<file path="src/rtl/pll_lock_ctrl.sv">
// PLL bring-up and lock supervision controller.
// Sequences PLL reset, lock wait with retry, settle, then releases downstream.
module pll_lock_ctrl #(
  parameter int unsigned RST_CYCLES    = 4,
  parameter int unsigned LOCK_TIMEOUT  = 64,
  parameter int unsigned SETTLE_CYCLES = 8,
  parameter int unsigned MAX_RETRY     = 3
) (
  input  logic       ref_clk,
  input  logic       RST_n,
  input  logic       pll_locked,
  input  logic       restart,
  output logic       pll_rst_n,
  output logic       sys_rst_n,
  output logic       clk_en,
  output logic [2:0] state,
  output logic [1:0] retry_cnt,
  output logic       lock_lost,
  output logic       fail
);

  typedef enum logic [2:0] {
    S_RST    = 3'd0,
    S_WAIT   = 3'd1,
    S_SETTLE = 3'd2,
    S_RUN    = 3'd3,
    S_FAIL   = 3'd4
  } state_e;

  localparam logic [7:0] RST_LAST =
    8'(RST_CYCLES - 1);
  localparam logic [7:0] TMO_LAST =
    8'(LOCK_TIMEOUT - 1);
  localparam logic [7:0] SET_LAST =
    8'(SETTLE_CYCLES - 1);
  localparam logic [1:0] RETRY_MAX =
    2'(MAX_RETRY);

  state_e     state_q, state_d;
  logic [7:0] cnt_q, cnt_d;
  logic [1:0] retry_q, retry_d;
  logic       lost_q, lost_d;
  logic       sync1_q, sync1_d;
  logic       sync2_q, sync2_d;
  logic       pll_rst_n_q, pll_rst_n_d;
  logic       sys_rst_n_q, sys_rst_n_d;
  logic       clk_en_q, clk_en_d;
  logic       fail_q, fail_d;
  logic       locked_s;

  assign locked_s = sync2_q;

  // Next-state, counter, retry and sticky-flag decode
  always_comb begin
    state_d = state_q;
    cnt_d   = cnt_q;
    retry_d = retry_q;
    lost_d  = lost_q;
    sync1_d = pll_locked;
    sync2_d = sync1_q;
    if (restart) begin
      state_d = S_RST;
      retry_d = 2'd0;
      lost_d  = 1'b0;
    end else begin
      unique case (state_q)
        S_RST: begin
          cnt_d = cnt_q + 8'd1;
          if (cnt_q == RST_LAST)
            state_d = S_WAIT;
        end
        S_WAIT: begin
          cnt_d = cnt_q + 8'd1;
          if (locked_s) begin
            state_d = S_SETTLE;
          end else if (cnt_q == TMO_LAST) begin
            if (retry_q == RETRY_MAX) begin
              state_d = S_FAIL;
            end else begin
              retry_d = retry_q + 2'd1;
              state_d = S_RST;
            end
          end
        end
        S_SETTLE: begin
          cnt_d = cnt_q + 8'd1;
          if (!locked_s) begin
            state_d = S_WAIT;
          end else if (cnt_q == SET_LAST) begin
            state_d = S_RUN;
            retry_d = 2'd0;
          end
        end
        S_RUN: begin
          if (!locked_s) begin
            lost_d  = 1'b1;
            state_d = S_RST;
          end
        end
        S_FAIL: state_d = S_FAIL;
        default: state_d = S_RST;
      endcase
    end
    if (restart || state_d != state_q)
      cnt_d = 8'd0;
  end

  // Registered outputs decoded from the next state
  always_comb begin
    pll_rst_n_d = !(state_d == S_RST ||
                    state_d == S_FAIL);
    sys_rst_n_d = (state_d == S_RUN);
    clk_en_d    = (state_d == S_RUN);
    fail_d      = (state_d == S_FAIL);
  end

  // State, counters, synchronizer and output flops
  always_ff @(posedge ref_clk or negedge RST_n) begin
    if (!RST_n) begin
      state_q     <= S_RST;
      cnt_q       <= 8'd0;
      retry_q     <= 2'd0;
      lost_q      <= 1'b0;
      sync1_q     <= 1'b0;
      sync2_q     <= 1'b0;
      pll_rst_n_q <= 1'b0;
      sys_rst_n_q <= 1'b0;
      clk_en_q    <= 1'b0;
      fail_q      <= 1'b0;
    end else begin
      state_q     <= state_d;
      cnt_q       <= cnt_d;
      retry_q     <= retry_d;
      lost_q      <= lost_d;
      sync1_q     <= sync1_d;
      sync2_q     <= sync2_d;
      pll_rst_n_q <= pll_rst_n_d;
      sys_rst_n_q <= sys_rst_n_d;
      clk_en_q    <= clk_en_d;
      fail_q      <= fail_d;
    end
  end

  assign state     = state_q;
  assign retry_cnt = retry_q;
  assign lock_lost = lost_q;
  assign pll_rst_n = pll_rst_n_q;
  assign sys_rst_n = sys_rst_n_q;
  assign clk_en    = clk_en_q;
  assign fail      = fail_q;

endmodule

</file>
<file path="config.mk">
export PLATFORM = sky130hd
export DESIGN_NAME = pll_lock_ctrl
export DESIGN_NICKNAME = d
export VERILOG_FILES = /design/src/rtl/pll_lock_ctrl.sv
export SDC_FILE = /design/constraint.sdc
export NUM_CORES = 1
export LEC_CHECK = 0
export ABC_AREA = 1
export ABC_CLOCK_PERIOD_IN_PS = 1700
export CAP_MARGIN = 10
export CORE_MARGIN = 8
export CORE_UTILIZATION = 35
export CTS_BUF_LIST = sky130_fd_sc_hd__clkbuf_8
export DETAILED_ROUTE_END_ITERATION = 7
export GPL_ROUTABILITY_DRIVEN = 0
export MAX_ROUTING_LAYER = met4
export PLACE_DENSITY = 0.57
export SLEW_MARGIN = 30
export SYNTH_ARGS = -nofsm -noshare
export SYNTH_HDL_FRONTEND = slang
export SYNTH_SLANG_ARGS = --single-unit
</file>
<file path="constraint.sdc">
create_clock -name ref_clk -period 1.7 [get_ports ref_clk]
set_clock_uncertainty 0.2 [all_clocks]
set_input_delay 0.34 -clock ref_clk [delete_from_list [all_inputs] [get_ports ref_clk]]
set_output_delay 0.34 -clock ref_clk [all_outputs]
set_load 0.1 [all_outputs]
</file>
==> results of run 1 <==
-- power by group through the flow --
stage          logic (mW)  registers [mW]  clock network, mW
3_5_place_dp        0.275           0.509                  0
2_1_floorplan      0.0950           0.566                  0
6_report            0.320           0.511              0.316
4_1_cts             0.296           0.501              0.332
5_1_grt             0.350           0.514              0.357
3_3_place_gp        0.270           0.508                  0
-- synthesized netlist by cell type, drive strengths merged --
| cell | instances | area share |
|---|---|---|
| a31o | 1 | 0.0089 |
| nand2 | 25 | 0.095 |
| a31oi | 1 | 0.0064 |
| dfrtp | 19 | 0.48 |
| nand4 | 1 | 0.0064 |
| nor3b | 1 | 0.0076 |
| nand3 | 9 | 0.051 |
| nor2 | 25 | 0.095 |
| ha | 2 | 0.025 |
| inv | 17 | 0.065 |
| xor2 | 6 | 0.053 |
| buf | 1 | 0.0076 |
| xnor2 | 1 | 0.0089 |
| o21ai | 5 | 0.025 |
| a21oi | 3 | 0.015 |
| nor3 | 6 | 0.046 |
-- metrics by stage --
stage	hold slack (ns)	util	setup slack, ns	setup TNS (ns)	cell area, um2
finish	0.1519	0.6173	-0.1314	-1.079	1673
global route	0.1737	0.6173	-0.1670	-1.835	1673
CTS	0.1555	0.5868	-0.04167	-0.3020	1590
detailed placement	0.1370	0.5337	-0.2446	-2.030	1446
global placement	0.1390	0.5337	-0.2236	-1.777	1446
floorplan	-0.1556	-	-0.08300	-0.2569	1020
-- cells in the final DEF, fill, tap and decap left out, drive strengths merged --
cell type	netlist	routed
inv	17	17
xnor2	1	1
a31oi	1	1
clkbuf	0	3
nand2	25	25
ha	2	2
o21ai	5	5
a21oi	3	3
a31o	1	1
clkdlybuf4s50	0	3
nand3	9	9
buf	1	40
nor2	25	25
nor3b	1	1
xor2	6	6
nand4	1	1
dfrtp	19	19
clkinv	0	1
nor3	6	6
-- layer usage --
metal | vias to the layer above | wire length, um | global-route usage
met5 | - | 0 | -
met4 | 0 | 82 | 0.06606
met3 | 11 | 115 | 0.03147
met2 | 19 | 1284 | 0.1650
met1 | 458 | 1072 | 0.1271
li1 | 478 | - | -
-- kinds of logic after synthesis --
group	synth area share
simple gates	0.3011
flops	0.4829
xor+xnor	0.06226
compound gates	0.05591
fa+ha+maj	0.02541
buf+inv	0.07243
-- layout make-up --
cell class / instances / area (um2) / share of cell area
multi-input combinational: 86 / 568.0 / 0.3396
sequential: 19 / 490.5 / 0.2932
timing repair buffer: 43 / 462.9 / 0.2767
inverter: 17 / 66.31 / 0.03964
clock buffer: 3 / 41.29 / 0.02468
tap: 31 / 38.79 / 0.02319
clock inverter: 1 / 5.005 / 0.002992
-- path summary, 6_finish.rpt --
path,startpoint,to
worst min-delay path,sync1_q,locked_s
worst min register to register,sync1_q,locked_s
max in group asynchronous,RST_n,state[2]
worst max register to register,state[2],cnt_q[4]
min in group asynchronous,RST_n,pll_rst_n
worst max-delay path,state[2],cnt_q[4]
-- what timing repair did --
item | 4_1_cts | 5_1_grt
gates cloned | 0 | 0
setup buffers | 7 | 2
pin swaps | 14 | 13
endpoints found under the setup margin | 13 | 16
gates resized for setup | 15 | 17
==> key figures, run 1 <==
GRT
  • Overflow after GRT: 0
  • First-pass GRT wire length: 4402 um
  • Gr usage total: 0.1100
  • Antenna violations before repair: 0
  • Largest net degree at the start of global routing: 20
  • Vias in the first global route: just under 1,000

Critical path
  • CP Data Arrival Time: approximately 1.8 ns
  • Startpoint types: flip-flop
  • CP Buf/Inv Count: 1
  • CP Depth: 8
  • Internal reg-to-reg setup slack: -0.13 ns
  • Max stage delay cell, worst path: dfrtp_4
  • Worst setup EP type: flip-flop
  • Critical Path Max Stage Delay: ~0.54 ns
  • Cell Chain, Critical Path: nor2_2, nand2_2, inv_1, nand2_1, nor3b_2, nor3_2, nand3_4, nor2_1
  • Crit path max fanout: 8
  • WS Path Type: reg -> reg
  • Crit path required time: 1.65 ns
  • FF-to-FF path depth: 8
  • CP top delay family: simple AND/OR/NAND/NOR gates

CTS
  • Sink Count: 19
  • Clk_lat worst skew: around 0.25 ns
  • CTS tree: done
  • Clock Tree Root: clkbuf_8
  • H-tree levels: 1
  • Worst-path clk slew: around 0.07 ns
  • CTS max path bufs: 2
  • CTS buffer count: 3
  • Hold Buf Count CTS: 0

STA
  • RSZ-0062 raised after global routing: yes
  • Max Fclk: 0.5460 GHz
  • Worst setup margin: -0.1314 ns
  • Final setup viols: 11
  • Final Hold Vio Count: 0
  • Max-slew violation count: 0
  • Period utilisation layout: 1.077
  • Fin crit period: about 1.8 ns
  • Max_slew headroom: 0.7839
  • Slew of the pin with the lowest slew margin: between 0.3 and 0.4 ns

Finish
  • Largest Register: cnt_q
  • ANT cells: 0
  • Layout cells sized above 1: 0.4911
  • Fillers: 227
  • Nets: approximately 180
  • Max reg flops: 8
  • Finished Layout Cells: 200
  • Area Overhead vs Synth: 69.89%

Synthesis
  • Synth unique cells: 20
  • Synthesized area: 984.7 um2
  • Post-Syn Instances: 123
  • Syn nets: 129
  • Seq/Total Area, Yosys: 0.4828
  • Seq cells post-synth: 19
  • Synth warn: 0
  • Syn Area/Cell: ~8.0 um2

Detailed routing
  • WL/cell: 12.78 um
  • Vias/cell: 4.830
  • Initial drt markers: around 60
  • Antenna Nets Post-Route: 0
  • DRT Wirelength: 2555 um
  • Residual DRC: 0
  • TritonRoute pass-1 iters: 4
  • Via count: approximately 970

Power
  • Int Pwr: between 0.7 and 0.8 mW
  • P_sw: ~0.36 mW
  • Pwr per Cell Area: around 690 nW/um2
  • Total Power: about 1.1 mW
  • Seq pwr share: 0.445
  • Clock Power Share: 0.276
  • Combinational Power Share: 0.279
  • Leak Pwr: around 0.78 nW
  • Peak supply drop: approximately 0.63 mV
  • Sw Ratio: 0.3164

Placed design
  • Dpl cells: 188
  • Post-DP HPWL: 1687 um
  • Port Buffers: 13

Run status
  • Status: finished with violations
  • Violated checks: setup timing

Die
  • IO Pins: 14
  • Initial Utilization: 0.3633
  • Die width: 69.04 um
  • Chip height: 69.04 um
  • Die area: approximately 4800 um2
  • FP Rows: 19
  • Core Region: 2710 um2

Worst hold path
  • Worst Hold Class: reg -> reg
  • Hold path depth: 0

Flow run
  • Max cap viols: 0
(Power assumes the default switching activity.)
==> inputs of run 2 (changes only) <==
--- a/config.mk
+++ b/config.mk
@@ -5,8 +5,6 @@
 export SDC_FILE = /design/constraint.sdc
 export NUM_CORES = 1
 export LEC_CHECK = 0
-export ABC_AREA = 1
-export ABC_CLOCK_PERIOD_IN_PS = 1700
 export CAP_MARGIN = 10
 export CORE_MARGIN = 8
 export CORE_UTILIZATION = 35
@@ -15,7 +13,7 @@
 export GPL_ROUTABILITY_DRIVEN = 0
 export MAX_ROUTING_LAYER = met4
 export PLACE_DENSITY = 0.57
-export SLEW_MARGIN = 30
+export SLEW_MARGIN = 15
 export SYNTH_ARGS = -nofsm -noshare
 export SYNTH_HDL_FRONTEND = slang
 export SYNTH_SLANG_ARGS = --single-unit
==> key figures, run 2 <==
GRT
  • Antenna violations before repair: 0 (unchanged)
  • Gr usage total: 0.1292 (+0.01917)
  • Vias in the first global route: 1,097 (+12%)
  • First-pass GRT wire length: 5175 um (+18%)
  • Overflow after GRT: 0 (unchanged)
  • Largest net degree at the start of global routing: 20 (unchanged)

Die
  • Die area: 5054 um2 (+6.0%)
  • Die width: 71.09 um (+3.0%)
  • IO Pins: 14 (unchanged)
  • Initial Utilization: 0.3567 (-0.006620)
  • Core Region: 2978 um2 (+9.9%)
  • FP Rows: 20 (+1)
  • Chip height: 71.09 um (+3.0%)

CTS
  • Clk_lat worst skew: 0.26 ns (about the same)
  • Worst-path clk slew: 0.08 ns (about the same)
  • H-tree levels: 1 (unchanged)
  • Clock Tree Root: clkbuf_8
  • Sink Count: 19 (unchanged)
  • CTS tree: done
  • CTS max path bufs: 2 (unchanged)
  • CTS buffer count: 3 (unchanged)

Critical path
  • WS Path Type: reg -> reg
  • Cell Chain, Critical Path: nor3b_4, or3b_1, a211o_1, or3b_1, a21oi_2
  • Max stage delay cell, worst path: dfrtp_4
  • Crit path max fanout: 2 (-6)
  • Critical Path Max Stage Delay: 0.51 ns (-0.03 ns)
  • Cell mode on critical path: or3b_1
  • Crit path required time: 1.68 ns (+0.03 ns)
  • CP Data Arrival Time: 2.09 ns (+0.31 ns)
  • Worst setup EP type: flip-flop
  • Startpoint types: flip-flop

STA
  • Max-slew violation count: 0 (unchanged)
  • Fin crit period: 2.109 ns (+0.2780 ns)
  • RSZ-0062 raised after global routing: yes
  • Period utilisation layout: 1.241 (+0.1635)
  • Final Hold Vio Count: 0 (unchanged)
  • Slew of the pin with the lowest slew margin: 0.3596 ns (+0.03888 ns)
  • Final setup viols: 14 (+3)
  • Max_slew headroom: 0.7580 (-0.02587)
  • Max Fclk: 0.4741 GHz (-13%)
  • Worst setup margin: -0.4094 ns (-0.2780 ns)

Power
  • Clock Power Share: 0.266 (-0.010)
  • Leak Pwr: 0.8903 nW (+14%)
  • Seq pwr share: 0.430 (-0.015)
  • Sw Ratio: 0.3057 (-0.01074)
  • Pwr per Cell Area: 659.0 nW/um2 (-3.9%)
  • P_sw: 0.3632 mW (about the same)
  • Combinational Power Share: 0.304 (+0.025)
  • Int Pwr: 0.8249 mW (+5.2%)
  • Peak supply drop: 0.4656 mV (-26%)

Finish
  • Largest Register: cnt_q
  • Final Util: 0.6055 (-0.01181)
  • Post-route cell area: 1803 um2 (+7.8%)
  • Most common cell after layout, fill and taps aside: buf_4
  • Layout cells sized above 1: 0.5159 (+0.02480)
  • Finished Layout Cells: 190 (-5.0%)
  • Nets: 164 (-6.8%)
  • Most frequent cells in the layout: buf_4 (36), dfrtp_1 (13), buf_12 (10)
  • ANT cells: 0 (unchanged)
  • Area Overhead vs Synth: 69.73% (about the same)
  • Max reg flops: 8 (unchanged)

Synthesis
  • Yosys top cell by area: dfrtp_1
  • Largest cells by area after synthesis: dfrtp_1 (45%), o211a_1 (7.5%), nor2_1 (3.5%)
  • Synthesized area: 1062 um2 (+7.9%)
  • Most numerous cell in the Yosys netlist: dfrtp_1
  • Synth warn: 0 (unchanged)
  • Seq cells post-synth: 19 (unchanged)
  • Share of Yosys cell area claimed by the top area cell type: 0.4476 (-0.03526)
  • Syn nets: 108 (-16%)
  • Post-synth EDFFs: 0 (unchanged)
  • Synth Flop Type: dfrtp_1
  • Seq/Total Area, Yosys: 0.4476 (-0.03526)
  • Syn Area/Cell: 10.41 um2 (+30%)
  • Post-Syn Instances: 102 (-17%)
  • Post-synth ARST share: 1.000 (unchanged)
  • Synth unique cells: 39 (+95%)
  • Synth cell count leaders: dfrtp_1 (19), nor2_1 (10), nand2_1 (8), o211a_1 (8)

Detailed routing
  • DRT Wirelength: 2901 um (+14%)
  • WL/cell: 15.27 um (+20%)
  • Initial drt markers: 21 (-64%)
  • Antenna Nets Post-Route: 0 (unchanged)
  • TritonRoute pass-1 iters: 6 (+2)
  • Vias/cell: 5.105 (+5.7%)
  • Residual DRC: 0 (unchanged)
  • Via count: 970 (+0.41%)

Run status
  • Violated checks: setup timing
  • Status: finished with violations

Placed design
  • Dpl cells: 180 (-4.3%)
  • Post-DP HPWL: 2076 um (+23%)
  • Port Buffers: 13 (unchanged)
  • Post-DP Area: 1599 um2 (+11%)

Flow run
  • Max cap viols: 0 (unchanged)

Worst hold path
  • Worst Hold Class: reg -> reg
[run 2: changes by cell type in the layout (fill, tap and decap cells not counted), sizes merged, moves of 3 or more]
cell / delta
nand2: -17
nor2: -15
buf: +13
inv: -12
o211a: +8
nand3: -5
o21ai: -5
nor3: -4
and2: +3
[run 2: worst paths after layout]
path / from / slack, ns / endpoint / depth (start not counted)
worst max-delay path: state[1] / -0.41 / retry_cnt[0] / 5
worst min-delay path: sync1_q / 0.16 / locked_s / 0
worst max register to register: state[1] / -0.41 / retry_cnt[0] / 5
worst min register to register: sync1_q / 0.16 / locked_s / 0
max in group asynchronous: RST_n / 0.86 / retry_cnt[1] / 2
min in group asynchronous: RST_n / 0.21 / state[1] / 2
[run 2: cell families (layout without fill, tap and decap cells)]
group           after synthesis  count (layout)  synth area share
mux                           1               1          0.009423
flops                        19              19            0.4476
xor+xnor                      7               7           0.05772
compound gates               21              21            0.1873
simple gates                 43              43            0.2274
fa+ha+maj                     2               2           0.02355
buf+inv                       9              64           0.04710
[run 2: area by class of cell]
class,instances,area (um2)
clock buffer,3,41.29
timing repair buffer,56,583.1
inverter,4,15.01
multi-input combinational,74,628.1
fill,241,1175
tap,33,41.29
sequential,19,490.5
clock inverter,1,3.754
[run 2: what timing repair did]
item,CTS,global route
setup endpoints to repair,15,16
gates resized for setup,19,6
hold buffers,0,0
pin swaps,13,14
setup buffers,6,1
[run 2: worst max-delay path: cells and delay by family (launching register included)]
family             cells  cell delay, ns
AOI/OAI and AO/OA      2            0.40
DFF                    1            0.51
and+or+nand+nor        3            0.92
[run 2: power by group through the flow]
stage               logic, mW  clock network (mW)  registers, mW
global placement        0.293                   0          0.505
global route            0.388               0.343          0.514
finish                  0.361               0.316          0.511
detailed placement      0.303                   0          0.509
CTS                     0.344               0.323          0.503
floorplan               0.112                   0          0.558
[run 2: metal layers]
layer  part of all wire  vias up  global-route usage
met5                  0        -                   -
met1               0.42      474              0.1365
met3              0.033        6             0.02966
met2               0.52       17              0.2348
met4              0.023        0             0.03464
li1                   -      473                   -
[run 2: through the flow]
stage	setup TNS [ns]	setup slack, ns	power (mW)	hold WS, ns
after floorplan	-4.595	-0.6369	0.6705	-0.1556
after global placement	-5.186	-0.4674	0.7985	0.1329
after detailed placement	-5.915	-0.5312	0.8118	0.1419
after CTS	-4.260	-0.3946	1.171	0.1590
after global routing	-5.257	-0.5081	1.245	0.1702
final	-4.146	-0.4094	1.188	0.1573
==> inputs of run 3 (changes only) <==
--- a/config.mk
+++ b/config.mk
@@ -12,7 +12,7 @@
 export DETAILED_ROUTE_END_ITERATION = 7
 export GPL_ROUTABILITY_DRIVEN = 0
 export MAX_ROUTING_LAYER = met4
-export PLACE_DENSITY = 0.57
+export PLACE_DENSITY = 0.61
 export SLEW_MARGIN = 15
 export SYNTH_ARGS = -nofsm -noshare
 export SYNTH_HDL_FRONTEND = slang
==> key figures, run 3 (synthesis gave the netlist of run 2 again) <==
Critical path
  • Reg2reg end: retry_cnt[0]
  • CP Data Arrival Time: 2.09 ns (about the same)
  • Crit path required time: 1.69 ns (about the same)
  • Startpoint types: flip-flop
  • WS Path Type: reg -> reg
  • R2r startpoint: state[1]
  • Internal reg-to-reg setup slack: -0.40 ns (about the same)
  • Worst setup path end: retry_cnt[0]
  • FF-to-FF path depth: 5 (unchanged)
  • Worst setup EP type: flip-flop
  • Crit path max fanout: 3 (+1)
  • Worst setup startpoint: state[1]

CTS
  • CTS buffer count: 3 (unchanged)
  • CTS tree: done
  • Clock Tree Root: clkbuf_8
  • Clk_lat worst skew: 0.26 ns (about the same)
  • Sink Count: 19 (unchanged)
  • Worst-path clk slew: 0.07 ns (about the same)
  • CTS max path bufs: 2 (unchanged)
  • H-tree levels: 1 (unchanged)

Power
  • Pwr per Cell Area: 659.8 nW/um2 (+0.13%)
  • Peak supply drop: 0.4740 mV (+1.8%)
  • Combinational Power Share: 0.294 (-0.010)
  • Int Pwr: 0.8109 mW (-1.7%)
  • Seq pwr share: 0.434 (+0.004)
  • Sw Ratio: 0.2943 (-0.01132)
  • Leak Pwr: 0.8717 nW (-2.1%)
  • Total Power: 1.149 mW (-3.3%)
  • Clock Power Share: 0.272 (+0.006)
  • P_sw: 0.3383 mW (-6.9%)

Detailed routing
  • TritonRoute pass-1 iters: 4 (-2)
  • Residual DRC: 0 (unchanged)
  • Antenna Nets Post-Route: 0 (unchanged)
  • DRT Wirelength: 2509 um (-14%)
  • Via count: 941 (-3.0%)
  • WL/cell: 13.42 um (-12%)
  • Vias/cell: 5.032 (-1.4%)
  • Initial drt markers: 25 (+19%)

Finish
  • Max reg flops: 8 (unchanged)
  • Most common cell after layout, fill and taps aside: buf_4
  • ANT cells: 0 (unchanged)
  • Largest Register: cnt_q
  • Layout cells sized above 1: 0.4935 (-0.02242)
  • Area Overhead vs Synth: 63.96%
  • Nets: 161 (-1.8%)
  • Most frequent cells in the layout: buf_4 (36), dfrtp_1 (13), buf_12 (10)

GRT
  • Overflow after GRT: 0 (unchanged)
  • Gr usage total: 0.1142 (-0.01495)
  • Vias in the first global route: 998 (-9.0%)
  • First-pass GRT wire length: 4471 um (-14%)
  • Antenna violations before repair: 0 (unchanged)
  • Largest net degree at the start of global routing: 20 (unchanged)

STA
  • Max Fclk: 0.4761 GHz (+0.43%)
  • Max_slew headroom: 0.7942 (+0.03618)
  • Worst setup margin: -0.4004 ns (+0.009026 ns)
  • Slew of the pin with the lowest slew margin: 0.3059 ns (-0.05377 ns)
  • Hold Slack: 0.1538 ns (-0.003517 ns)
  • Fin crit period: 2.100 ns (-0.009026 ns)
  • Final setup viols: 16 (+2)
  • Max-slew violation count: 0 (unchanged)
  • Final Hold Vio Count: 0 (unchanged)
  • RSZ-0062 raised after global routing: yes
  • Period utilisation layout: 1.236 (-0.005309)

Worst hold path
  • Hold path depth: 0 (unchanged)
  • Worst Hold Class: reg -> reg
  • Hold Startpoint: sync1_q

Die
  • Die area: 5054 um2 (unchanged)
  • Chip height: 71.09 um (unchanged)
  • Die width: 71.09 um (unchanged)
  • Initial Utilization: 0.3567 (unchanged)
  • IO Pins: 14 (unchanged)
  • Core Region: 2978 um2 (unchanged)
  • FP Rows: 20 (unchanged)

Flow run
  • Max cap viols: 0 (unchanged)

Run status
  • Status: finished with violations
  • Violated checks: setup timing

Placed design
  • Post-DP HPWL: 1876 um (-9.6%)
  • Port Buffers: 13 (unchanged)
run 3: power groups by stage:
| stage | Sequential, mW | Clock, mW | Combinational [mW] |
|---|---|---|---|
| after CTS | 0.499 | 0.328 | 0.335 |
| final | 0.499 | 0.312 | 0.338 |
| after global placement | 0.503 | 0 | 0.291 |
| after global routing | 0.502 | 0.345 | 0.364 |
| after detailed placement | 0.504 | 0 | 0.296 |
| after floorplan | 0.558 | 0 | 0.112 |
run 3: timing repair:
action                                 4_1_cts  5_1_grt
gates resized for setup                     13        3
endpoints found under the hold margin        0        0
hold buffers                                 0        0
pin swaps                                    3        0
setup endpoints to repair                   16       16
setup buffers                                4        0
run 3: layer usage:
| layer | global-route usage | vias to the layer above | part of all wire |
|---|---|---|---|
| met2 | 0.1874 | 10 | 0.50 |
| li1 | - | 467 | - |
| met5 | - | - | 0 |
| met4 | 0.06928 | 0 | 0.026 |
| met3 | 0.02542 | 5 | 0.037 |
| met1 | 0.1235 | 459 | 0.43 |
run 3: worst max-delay path: stages, from the launching register on:
cell,delay (ns)
dfrtp_4,0.49
nor3b_4,0.21
or3b_1,0.36
a211o_1,0.29
or3b_1,0.35
a21oi_1,0.13
run 3: worst min-delay path by stage:
stage / to / slack (ns)
global route: locked_s / 0.17
finish: locked_s / 0.15
CTS: locked_s / 0.16
detailed placement: locked_s / 0.14
global placement: locked_s / 0.13
floorplan: clk_en / -0.16
run 3: area by class of cell:
type	instances	area, um2
inverter	4	15.01
clock buffer	3	41.29
sequential	19	490.5
tap	33	41.29
timing repair buffer	53	545.5
fill	263	1236
clock inverter	1	3.754
multi-input combinational	74	604.3
run 3: per-stage QoR:
stage               utilization  cell area [um2]  cells  setup TNS [ns]  setup WS [ns]
floorplan                     -             1105    102          -4.595        -0.6369
global placement         0.5345             1592    179          -5.000        -0.4497
detailed placement       0.5345             1592    179          -5.386        -0.4785
CTS                      0.5803             1728    187          -4.293        -0.3907
global route             0.5849             1742    187          -5.580        -0.5191
finish                   0.5849             1742    187          -4.403        -0.4004
